File: src/rtl/fifo_wr_arbiter.sv
// Round-robin, burst-locking arbiter sharing one FIFO write port among NUM_REQ producers.
// Optional per-requester beat counters are enabled with the FIFO_ARB_STATS_EN macro.

package fifo_pkg;
  localparam int DATA_WIDTH = 16;
endpackage

module fifo_wr_arbiter #(
  parameter int  NUM_REQ    = 4,
  parameter int  BURST_LEN  = 4,
  localparam int DATA_WIDTH = fifo_pkg::DATA_WIDTH,
  localparam int IDW        = $clog2(NUM_REQ),
  localparam int CW         = $clog2(BURST_LEN + 1)
) (
  input  logic                          clk,
  input  logic                          rst_n,
  input  logic [NUM_REQ-1:0]            req_valid,
  input  logic [NUM_REQ*DATA_WIDTH-1:0] req_data,
  output logic [NUM_REQ-1:0]            req_ready,
  output logic                          fifo_wr_en,
  output logic [DATA_WIDTH-1:0]         fifo_wr_data,
  input  logic                          fifo_full,
  output logic                          gnt_active,
  output logic [IDW-1:0]                gnt_id
`ifdef FIFO_ARB_STATS_EN
  ,
  input  logic                          stat_clr,
  output logic [NUM_REQ*16-1:0]         stat_gnt_cnt
`endif
);

  typedef enum logic {IDLE = 1'b0, LOCK = 1'b1} state_e;

  state_e          state_q, state_d;
  logic [IDW-1:0]  rr_ptr_q, rr_ptr_d;
  logic [IDW-1:0]  owner_q, owner_d;
  logic [CW-1:0]   beat_cnt_q, beat_cnt_d;
  logic [IDW-1:0]  sel;
  logic            found;
  int              idx;

  function automatic logic [IDW-1:0] wrap_inc(input logic [IDW-1:0] i);
    return (i == IDW'(NUM_REQ - 1)) ? '0 : i + 1'b1;
  endfunction

  // In IDLE search from rr_ptr upward; with nothing valid, sel parks on rr_ptr.
  always_comb begin
    sel   = rr_ptr_q;
    found = 1'b0;
    idx   = 0;
    if (state_q == LOCK) begin
      sel = owner_q;
    end else begin
      for (int k = 0; k < NUM_REQ; k++) begin
        idx = int'(rr_ptr_q) + k;
        if (idx >= NUM_REQ) idx = idx - NUM_REQ;
        if (!found && req_valid[idx]) begin
          sel   = IDW'(idx);
          found = 1'b1;
        end
      end
    end
  end

  always_comb begin
    fifo_wr_data = '0;
    for (int i = 0; i < NUM_REQ; i++) begin
      if (sel == IDW'(i)) fifo_wr_data = req_data[i*DATA_WIDTH +: DATA_WIDTH];
    end
  end

  always_comb begin
    req_ready = '0;
    if (rst_n && !fifo_full) req_ready[sel] = 1'b1;
  end

  assign fifo_wr_en = rst_n && !fifo_full && req_valid[sel];

  always_comb begin
    state_d    = state_q;
    rr_ptr_d   = rr_ptr_q;
    owner_d    = owner_q;
    beat_cnt_d = beat_cnt_q;
    case (state_q)
      IDLE: begin
        if (fifo_wr_en) begin
          if (BURST_LEN > 1) begin
            state_d    = LOCK;
            owner_d    = sel;
            beat_cnt_d = CW'(1);
          end else begin
            rr_ptr_d = wrap_inc(sel);
          end
        end
      end
      LOCK: begin
        // An owner dropping valid releases the lock even while the FIFO is full.
        if (!req_valid[owner_q] ||
            (fifo_wr_en && (beat_cnt_q + 1'b1) == CW'(BURST_LEN))) begin
          state_d    = IDLE;
          rr_ptr_d   = wrap_inc(owner_q);
          beat_cnt_d = '0;
        end else if (fifo_wr_en) begin
          beat_cnt_d = beat_cnt_q + 1'b1;
        end
      end
      default: state_d = IDLE;
    endcase
  end

  always_ff @(posedge clk or negedge rst_n) begin
    if (!rst_n) begin
      state_q    <= IDLE;
      rr_ptr_q   <= '0;
      owner_q    <= '0;
      beat_cnt_q <= '0;
    end else begin
      state_q    <= state_d;
      rr_ptr_q   <= rr_ptr_d;
      owner_q    <= owner_d;
      beat_cnt_q <= beat_cnt_d;
    end
  end

  assign gnt_active = (state_q == LOCK);
  assign gnt_id     = owner_q;

`ifdef FIFO_ARB_STATS_EN
  for (genvar g = 0; g < NUM_REQ; g++) begin : g_stat
    logic [15:0] cnt_q, cnt_d;

    // Clear wins over a coinciding beat; counts saturate at all-ones.
    always_comb begin
      cnt_d = cnt_q;
      if (stat_clr) begin
        cnt_d = '0;
      end else if (fifo_wr_en && sel == IDW'(g) && cnt_q != 16'hFFFF) begin
        cnt_d = cnt_q + 16'd1;
      end
    end

    always_ff @(posedge clk or negedge rst_n) begin
      if (!rst_n) cnt_q <= '0;
      else        cnt_q <= cnt_d;
    end

    assign stat_gnt_cnt[g*16 +: 16] = cnt_q;
  end
`endif

endmodule

File: config.mk
export PLATFORM = sky130hd
export DESIGN_NAME = fifo_wr_arbiter
export DESIGN_NICKNAME = d
export VERILOG_FILES = /design/src/rtl/fifo_wr_arbiter.sv
export SDC_FILE = /design/constraint.sdc
export NUM_CORES = 1
export LEC_CHECK = 0
export ABC_AREA = 0
export BUFFER_PORTS_ARGS = -buffer_cell sky130_fd_sc_hd__clkbuf_2
export CORE_ASPECT_RATIO = 0.7
export CORE_UTILIZATION = 38
export CTS_CLUSTER_DIAMETER = 30
export DETAILED_ROUTE_END_ITERATION = 8
export PLACE_DENSITY = 0.76
export RECOVER_POWER = 50
export SYNTH_ARGS = -nofsm -noshare
export SYNTH_HDL_FRONTEND = slang
export SYNTH_SLANG_ARGS = --single-unit
File: constraint.sdc
create_clock -name clk -period 4.5 [get_ports clk]
set_input_delay 0.45 -clock clk [delete_from_list [all_inputs] [get_ports clk]]
set_output_delay 0.45 -clock clk [all_outputs]
set_load 0.005 [all_outputs]
==> metrics, run 1 <==
status finished clean; CTS root buf clkbuf_8; share of cells above drive strength 1 between 30% and 40%; R2R setup slack between 1000 and 1500 ps; antenna cells 0; Vias/cell about 5.5; peak supply drop roughly 0.23 mV; Yosys reg bits 8; antenna violations before repair 0; pin count of the biggest net entering global routing 37; Final min period ~3500 ps; Mapped Area about 0.0013 sq mm; cts hold-fix bufs 0; post-synth cell types 44; Area Overhead vs Synth 39.1%; global-route wire length before repair approximately 6400 um; I/O pin count 95; DRC 0; GRT met1 Usage about a third; Reg clk slew, reported paths about 40 ps; Final #Nets about 350; # clock sinks 8; overall routed net length between 3000 and 4000 um; final core utilization around 56%; Max Fclk 286 MHz; met2 usage about a third; CP arrival approximately 3000 ps; PortBufs between 90 and 100; # H-tree levels 1; Synth Instances approximately 190; drt first pass iters 4; vias in the first global route 1,411; P_leak between 0.0008 and 0.0009 uW; Clock Path Buffers 2; synth cell count leaders nand2_1, a211oi_1, a31oi_1; CP max FO 8; Slew Viols, Final 0; Pwr per Cell Area between 600 and 700 mW/mm^2; area leader, netlist dfrtp_1; height of the die around 51 um; Clock Latency Late Sink 230 ps; Die X-Extent ~70 um; HPWL reported at the end of detailed placement between 3000 and 4000 um; DR WL/cell 12.7 um; Core Box Area 0.00319 sq mm; Placer Congestion a little over 0.8; die area roughly 0.0036 sq mm; Setup CP Type reg2out; buffer count from post-CTS setup fixing 0; CTS buffer count 3; Final Instance Area between 0.0015 and 0.002 sq mm; Post-DP Area 0.00179 sq mm; RSZ-0062 raised after global routing false; overall power ~1100 uW; via count between 1,500 and 2,000; register area share after synthesis 15.5%; FILL cells 330; Most used DFF post-synth dfrtp_1; Hold Slack 148 ps; post-synthesis async set-or-reset flop share 100%; synthesized net count 262; CTS tree done; YS warnings 0; initial DRC count 153; # rows 17; Most Crowded Layer GR met1; Initial Util between 40% and 50%; Hold Vio Cnt, Final 0; Gates resized, CTS repair 0; setup violators final 0; top-count cell post-synth nand2_1; clk_skew roughly 1.2 ps; Synth top area share between 15 and 20%; CP Launch Type flip-flop; measured slew at the worst slew-check pin 1210 ps; syn avg cell area 6.87 sq um; GR Util met3 between 6 and 7%; max_cap viols 0; Final TNS setup 0 ps; Worst EP required between 4000 and 5000 ps; Area contributors post-synth dfrtp_1, nand2_1, a211oi_1; Post-synth EDFFs 0; crit share post-route 77.6%; Hold Crit Class in2async; gr usage total 22.1%; CP endpoint kind primary output; Worst slew margin between 10% and 20%; Final ANT Viol Nets 0; gr ovfl total 0
==> state kept, by name, summed over array words and instances (netlist names) <==
register    count
gnt_id          2
beat_cnt_q      3
gnt_active      1
rr_ptr_q        2
==> worst max-delay path, cell delays in order, from the launching register on <==
cell       delay (ps)
dfrtp_1           460
nor2b_1           110
a2111oi_0        1030
nor3_1            220
o41a_1            560
nand2_1           190
inv_1             120
clkbuf_2          120
==> cells in the final DEF, fill, tap and decap left out, types with 2 or more instances in the layout <==
| cell | instances |
|---|---|
| o31ai_1 | 3 |
| a311oi_1 | 2 |
| o211ai_1 | 4 |
| a31oi_1 | 17 |
| and2_1 | 16 |
| buf_4 | 3 |
| a21o_1 | 2 |
| o21ai_0 | 4 |
| nor2b_1 | 7 |
| clkbuf_2 | 91 |
| clkbuf_1 | 3 |
| a21oi_1 | 3 |
| clkbuf_8 | 3 |
| nor3_1 | 6 |
| nor3b_1 | 3 |
| nand2_1 | 43 |
| o41ai_1 | 3 |
| nor2_1 | 4 |
| a211oi_1 | 18 |
| ha_1 | 3 |
| inv_1 | 6 |
| nand2b_1 | 3 |
| dfrtp_1 | 8 |
| nand3_1 | 2 |
==> metal layers <==
layer / vias up / wire length [um]
li1: 880 / -
met1: 762 / 1940
met2: 67 / 1730
met3: 4 / 290
met4: 0 / 24
met5: - / 0
==> per-stage QoR <==
step           worst slack (ps)  std cells
4_1_cts                    1620        313
6_report                   1010        313
2_1_floorplan              2070        188
5_1_grt                     798        313
3_3_place_gp               1790        310
3_5_place_dp               1790        310
==> worst paths after layout <==
| kind | from | to | cells past startpoint |
|---|---|---|---|
| worst max-delay path | rr_ptr_q[0]$_DFFE_PN0P_ | fifo_wr_en | 7 |
| worst min-delay path | rst_n | beat_cnt_q[2]$_DFFE_PN0P_ | 1 |
| worst max register to register | rr_ptr_q[0]$_DFFE_PN0P_ | beat_cnt_q[1]$_DFFE_PN0P_ | 6 |
| worst min register to register | beat_cnt_q[2]$_DFFE_PN0P_ | beat_cnt_q[2]$_DFFE_PN0P_ | 2 |
| max in group asynchronous | rst_n | rr_ptr_q[1]$_DFFE_PN0P_ | 1 |
| min in group clk | beat_cnt_q[2]$_DFFE_PN0P_ | beat_cnt_q[2]$_DFFE_PN0P_ | 2 |
==> cell type report <==
cell class / instances / area, sq um / area share, %
Inverter: 6 / 22.5 / 1.25
Clock buffer: 3 / 41.3 / 2.30
Multi-Input combinational cell: 161 / 997 / 55.5
Tap cell: 38 / 47.5 / 2.64
Sequential cell: 8 / 200 / 11.1
Timing Repair Buffer: 97 / 489 / 27.2
==> power by group <==
group / switching (uW) / internal (uW) / total, uW
Clock: 28.3 / 57.9 / 86.3
Combinational: 493 / 388 / 882
Sequential: 74.8 / 101 / 176
==> cell families (layout without fill, tap and decap cells) <==
family | after synthesis | in the layout | synth area share [%]
simple gates | 88 | 88 | 33.4
mux | 1 | 1 | 0.774
buf+inv | 19 | 106 | 6.29
flops | 8 | 8 | 15.5
fa+ha+maj | 3 | 3 | 2.90
compound gates | 69 | 69 | 41.1
Note: power is estimated with default switching activity, not from simulation.
==> run 2: changes to the inputs <==
--- a/config.mk
+++ b/config.mk
@@ -8,10 +8,10 @@
 export ABC_AREA = 0
 export BUFFER_PORTS_ARGS = -buffer_cell sky130_fd_sc_hd__clkbuf_2
 export CORE_ASPECT_RATIO = 0.7
-export CORE_UTILIZATION = 38
+export CORE_UTILIZATION = 37
 export CTS_CLUSTER_DIAMETER = 30
 export DETAILED_ROUTE_END_ITERATION = 8
-export PLACE_DENSITY = 0.76
+export PLACE_DENSITY = 0.77
 export RECOVER_POWER = 50
 export SYNTH_ARGS = -nofsm -noshare
 export SYNTH_HDL_FRONTEND = slang
==> constraint.sdc (replaced) <==
create_clock -name clk -period 3.09 [get_ports clk]
set_input_delay 0.309 -clock clk [delete_from_list [all_inputs] [get_ports clk]]
set_output_delay 0.309 -clock clk [all_outputs]
set_load 0.005 [all_outputs]
==> metrics, run 2 (same netlist as run 1, synthesis figures left out) <==
status finished clean; Area Overhead vs Synth 43.1%; Clock Path Buffers 2 (unchanged); Final #Nets 353 (+0.57%); worst reg-to-reg path cell count 7 (+1); gr usage total 22.2% (+0.096 points); Reg clk slew, reported paths 40 ps (about the same); pin count of the biggest net entering global routing 37 (unchanged); RSZ-0062 raised after global routing false; Initial Util 40.0% (-0.53 points); overall routed net length 4220 um (+6.0%); FILL cells 313 (-5.2%); pre-CTS setup slack 595 ps (-1190 ps); CTS buffer count 3 (unchanged); global-route wire length before repair 6620 um (+3.3%); Worst EP required 2780 ps (-1270 ps); height of the die 51.5 um (+1.3%); CP Launch Type flip-flop; Gates resized, CTS repair 0 (unchanged); most frequent cells in the layout clkbuf_2, nand2_1, a211oi_1; Final ANT Viol Nets 0 (unchanged); CP max FO 14 (+6); Sequential cell area 200 sq um (unchanged); CTS tree done; # H-tree levels 1 (unchanged); commonest non-fill, non-tap cell in the layout clkbuf_2; Clock Latency Late Sink 230 ps (about the same); HPWL reported at the end of detailed placement 3200 um (+1.8%); Final min period about 2800 ps; share of cells above drive strength 1 37.9% (+1.2 points); CP endpoint kind primary output; Final TNS setup 0 ps (unchanged); Hold Vio Cnt, Final 0 (unchanged); Placer Congestion 0.837 (+1.8%); CP cell instances nor2_1 -> a22o_1 -> o31a_1 -> o211ai_2 -> nand2_1 -> inv_1 -> clkbuf_2; max_cap viols 0 (unchanged); Setup CP Type reg2out; R2R setup slack 600 ps (-870 ps); beginning of the worst register-to-register path rr_ptr_q[1]$_DFFE_PN0P_; buffer count from post-CTS setup fixing 0 (unchanged); Largest register FFs 3 (unchanged); cts hold-fix bufs 1 (+1); Vias/cell 5.41 (-1.2%); Hold Crit Endpoint gnt_id[0]$_DFFE_PN0P_; Slew Viols, Final 0 (unchanged); HP Start req_valid[0]; vias in the first global route 1,450 (+2.8%); via count 1,752 (+2.3%); DRC 0 (unchanged); P_leak 0.000904 uW (+2.0%); crit path from rr_ptr_q[1]$_DFFE_PN0P_; I/O pin count 95 (unchanged); die area 0.00374 sq mm (+2.6%); antenna cells 0 (unchanged); peak supply drop 0.387 mV (+67%); fin worst setup slack 290 ps (-719 ps); area of the multi-input gates 0.00102 sq mm (+2.4%); CP arrival 2490 ps (-550 ps); CTS root buf clkbuf_8; Worst path max stage delay 570 ps (-460 ps); drt first pass iters 4 (unchanged); DR WL/cell 13.0 um (+2.4%); initial DRC count 124 (-19%); Final Instance Area 0.00185 sq mm (+2.9%); Hold Crit Class in2reg; # rows 17 (unchanged); measured slew at the worst slew-check pin 697 ps (-516 ps); RR Endpoint gnt_id[0]$_DFFE_PN0P_; Pwr per Cell Area 931 mW/mm^2 (+46%); Core Box Area 0.00323 sq mm (+1.3%); Max Fclk between 300 and 400 MHz; Worst slew margin 52.9% (+36 points); setup violators final 0 (unchanged); antenna violations before repair 0 (unchanged); largest reg by FF count beat_cnt_q; # clock sinks 8 (unchanged); gr ovfl total 0 (unchanged); hold path depth 4; crit share post-route between 90% and 100%; Die X-Extent 72.6 um (+1.3%); clk_skew 5.17 ps (+4.01 ps); PortBufs 94 (unchanged); slowest CP cell dfrtp_1; Post-DP Area 0.00181 sq mm (+1.1%)
## run 2: per-layer routing
metal / up-vias / track usage (%) / wire, um
met5: - / 0 / 0
met4: 0 / 5.23 / 17
met3: 2 / 5.33 / 352
met2: 84 / 31.2 / 1910
met1: 775 / 33.3 / 1940
li1: 891 / - / -
## run 2: power by group
group | internal [uW] | switching, uW | total, uW
clock | 84.9 | 46.9 | 132
combinational | 580 | 769 | 1350
sequential | 147 | 94.4 | 242
## run 2: critical path, delay by kind of cell (launching register included)
kind	cells	cell delay, ps
and+or+nand+nor	2	300
DFF	1	570
buffers and inverters	2	310
AOI/OAI and AO/OA	3	1080
## run 2: through the flow
step,hold WS (ps),utilization (%),instances,power [uW]
after floorplan,13.4,-,188,1130
after global placement,180,55.8,320,1570
after detailed placement,178,55.8,320,1580
after CTS,474,57.4,324,1720
after global routing,555,57.2,324,1900
final,517,57.2,324,1720
## run 2: how the worst max path moves through the flow
stage | endpoint | slack (ps) | cells after the start
floorplan | fifo_wr_data[0] | 900 | 7
global placement | fifo_wr_data[0] | 600 | 8
detailed placement | fifo_wr_data[6] | 590 | 8
CTS | fifo_wr_data[1] | 340 | 8
global route | fifo_wr_en | 130 | 7
finish | fifo_wr_en | 290 | 7
## run 2: final cells by class
type                            instances  share of cell area [%]
Sequential cell                         8                    10.8
Multi-Input combinational cell        161                    55.2
Inverter                                6                    1.22
Timing Repair Buffer                   99                    27.3
Clock buffer                            3                    2.23
Tap cell                               47                    3.18
==> run 3: changes to the inputs <==
--- a/config.mk
+++ b/config.mk
@@ -7,7 +7,6 @@
 export LEC_CHECK = 0
 export ABC_AREA = 0
 export BUFFER_PORTS_ARGS = -buffer_cell sky130_fd_sc_hd__clkbuf_2
-export CORE_ASPECT_RATIO = 0.7
 export CORE_UTILIZATION = 37
 export CTS_CLUSTER_DIAMETER = 30
 export DETAILED_ROUTE_END_ITERATION = 8
==> metrics, run 3 (same netlist as run 1, synthesis figures left out) <==
CP Depth 7 (unchanged); Area Overhead vs Synth 42.4%; FILL cells 340 (+8.6%); RSZ-0062 raised after global routing false; Worst EP required 2780 ps (about the same); # H-tree levels 1 (unchanged); drt first pass iters 4 (unchanged); Final min period 2850 ps (+50.1 ps); measured slew at the worst slew-check pin 645 ps (-52.6 ps); Vias/cell 5.33 (-1.4%); CP max FO 13 (-1); Setup CP Type reg2out; CTS root buf clkbuf_4; # rows 21 (+4); most frequent cells in the layout clkbuf_2, nand2_1, a211oi_1; CTS tree done; PortBufs 94 (unchanged); height of the die 61.1 um (+19%); peak supply drop 0.409 mV (+5.7%); max_cap viols 0 (unchanged); antenna cells 0 (unchanged); via count 1,727 (-1.4%); Worst path max stage delay 550 ps (-20 ps); vias in the first global route 1,274 (-12%); Max Fclk 351 MHz (-1.8%); overall routed net length 3980 um (-5.8%); beginning of the worst register-to-register path rr_ptr_q[1]$_DFFE_PN0P_; cts hold-fix bufs 1 (unchanged); Final ANT Viol Nets 0 (unchanged); CP Capture Point fifo_wr_en; crit share post-route 92.2% (+1.6 points); CP delay by family, top compound AO/OA/AOI/OAI gates; commonest non-fill, non-tap cell in the layout clkbuf_2; crit path from rr_ptr_q[1]$_DFFE_PN0P_; Pwr per Cell Area 905 mW/mm^2 (-2.9%); Reg clk slew, reported paths 60 ps (+20 ps); CTS buffer count 3 (unchanged); overall power 1670 uW (-3.3%); DRC 0 (unchanged); CP Launch Type flip-flop; Final TNS setup 0 ps (unchanged); share of cells above drive strength 1 38.5% (+0.58 points); gr usage total 19.4% (-2.7 points); CP cell instances nor2_1 -> a22o_1 -> o31a_1 -> o211ai_2 -> nand2_1 -> inv_1 -> clkbuf_2; Slew Viols, Final 0 (unchanged); CP endpoint kind primary output; Hold Vio Cnt, Final 0 (unchanged); worst path bufs/invs 2 (unchanged); RR Endpoint gnt_id[0]$_DFFE_PN0P_; die area 0.00373 sq mm (about the same); antenna violations before repair 0 (unchanged); clk_skew 5.14 ps (-0.0346 ps); buffer count from post-CTS setup fixing 0 (unchanged); hold path depth 4 (unchanged); gr ovfl total 0 (unchanged); DR WL/cell 12.3 um (-5.8%); Die X-Extent 61.1 um (-16%); initial DRC count 109 (-12%); Initial Util 38.7% (-1.2 points); Placer Congestion 0.939 (+12%); Largest register FFs 3 (unchanged); status finished clean; Hold Slack 468 ps (-49.6 ps); worst reg-to-reg path cell count 6 (-1); Worst slew margin 56.4% (+3.6 points); Clock Latency Late Sink 260 ps (+30 ps); largest reg by FF count beat_cnt_q; Core Box Area 0.00334 sq mm (+3.2%); Gates resized, CTS repair 0 (unchanged); I/O pin count 95 (unchanged); setup violators final 0 (unchanged); global-route wire length before repair 5680 um (-14%); P_leak 0.000905 uW (about the same); R2R setup slack 620 ps (+20 ps); CP arrival 2540 ps (+50 ps); Hold Crit Class in2reg; pin count of the biggest net entering global routing 35 (-5.4%); final core utilization 55.2% (-2.0 points); Final #Nets 354 (+0.28%); slowest CP cell dfrtp_1; # clock sinks 8 (unchanged); HPWL reported at the end of detailed placement 3120 um (-2.5%); Clock Path Buffers 2 (unchanged)
run 3: layout make-up:
type / instances / area [sq um] / share of cell area [%]
clock buffer: 3 / 22.5 / 1.22
sequential: 8 / 200 / 10.9
timing repair buffer: 100 / 517 / 28.1
inverter: 6 / 22.5 / 1.22
multi-input combinational: 161 / 1020 / 55.5
tap: 46 / 57.6 / 3.13
run 3: worst min path at each step:
stage / from / end / slack (ps)
CTS: rst_n / beat_cnt_q[0]$_DFFE_PN0P_ / 430
floorplan: rst_n / beat_cnt_q[0]$_DFFE_PN0P_ / 10
global placement: rst_n / beat_cnt_q[2]$_DFFE_PN0P_ / 170
finish: req_valid[0] / gnt_id[0]$_DFFE_PN0P_ / 470
detailed placement: rst_n / beat_cnt_q[2]$_DFFE_PN0P_ / 170
global route: req_valid[0] / gnt_id[0]$_DFFE_PN0P_ / 490
run 3: worst register-to-register path: stages (launching register included):
cell	delay, ps
dfrtp_1	550
nor2_1	120
a22o_1	280
o31a_1	460
o211ai_2	340
nand2_1	210
o41ai_1	380
run 3: metal layers:
| metal | GRT usage [%] | vias up | routed length [um] |
|---|---|---|---|
| met4 | 5.52 | 0 | 44 |
| met5 | 0 | - | 0 |
| met2 | 30.9 | 49 | 1880 |
| li1 | - | 889 | - |
| met1 | 27.9 | 782 | 1860 |
| met3 | 1.89 | 7 | 194 |
run 3: metrics by stage:
stage / setup slack [ps] / area [sq um] / std cells
2_1_floorplan: 904 / 1290 / 188
3_3_place_gp: 675 / 1810 / 320
3_5_place_dp: 622 / 1810 / 320
4_1_cts: 361 / 1840 / 324
5_1_grt: 78.6 / 1840 / 324
6_report: 240 / 1840 / 324
run 3: where the power goes:
group	total [uW]	internal, uW	switching (uW)	leakage, uW
Clock	82.0	44.6	37.5	0.0000138
Sequential	233	147	86.0	0.0000955
Combinational	1350	593	757	0.000795
Total	1670	785	881	0.000905
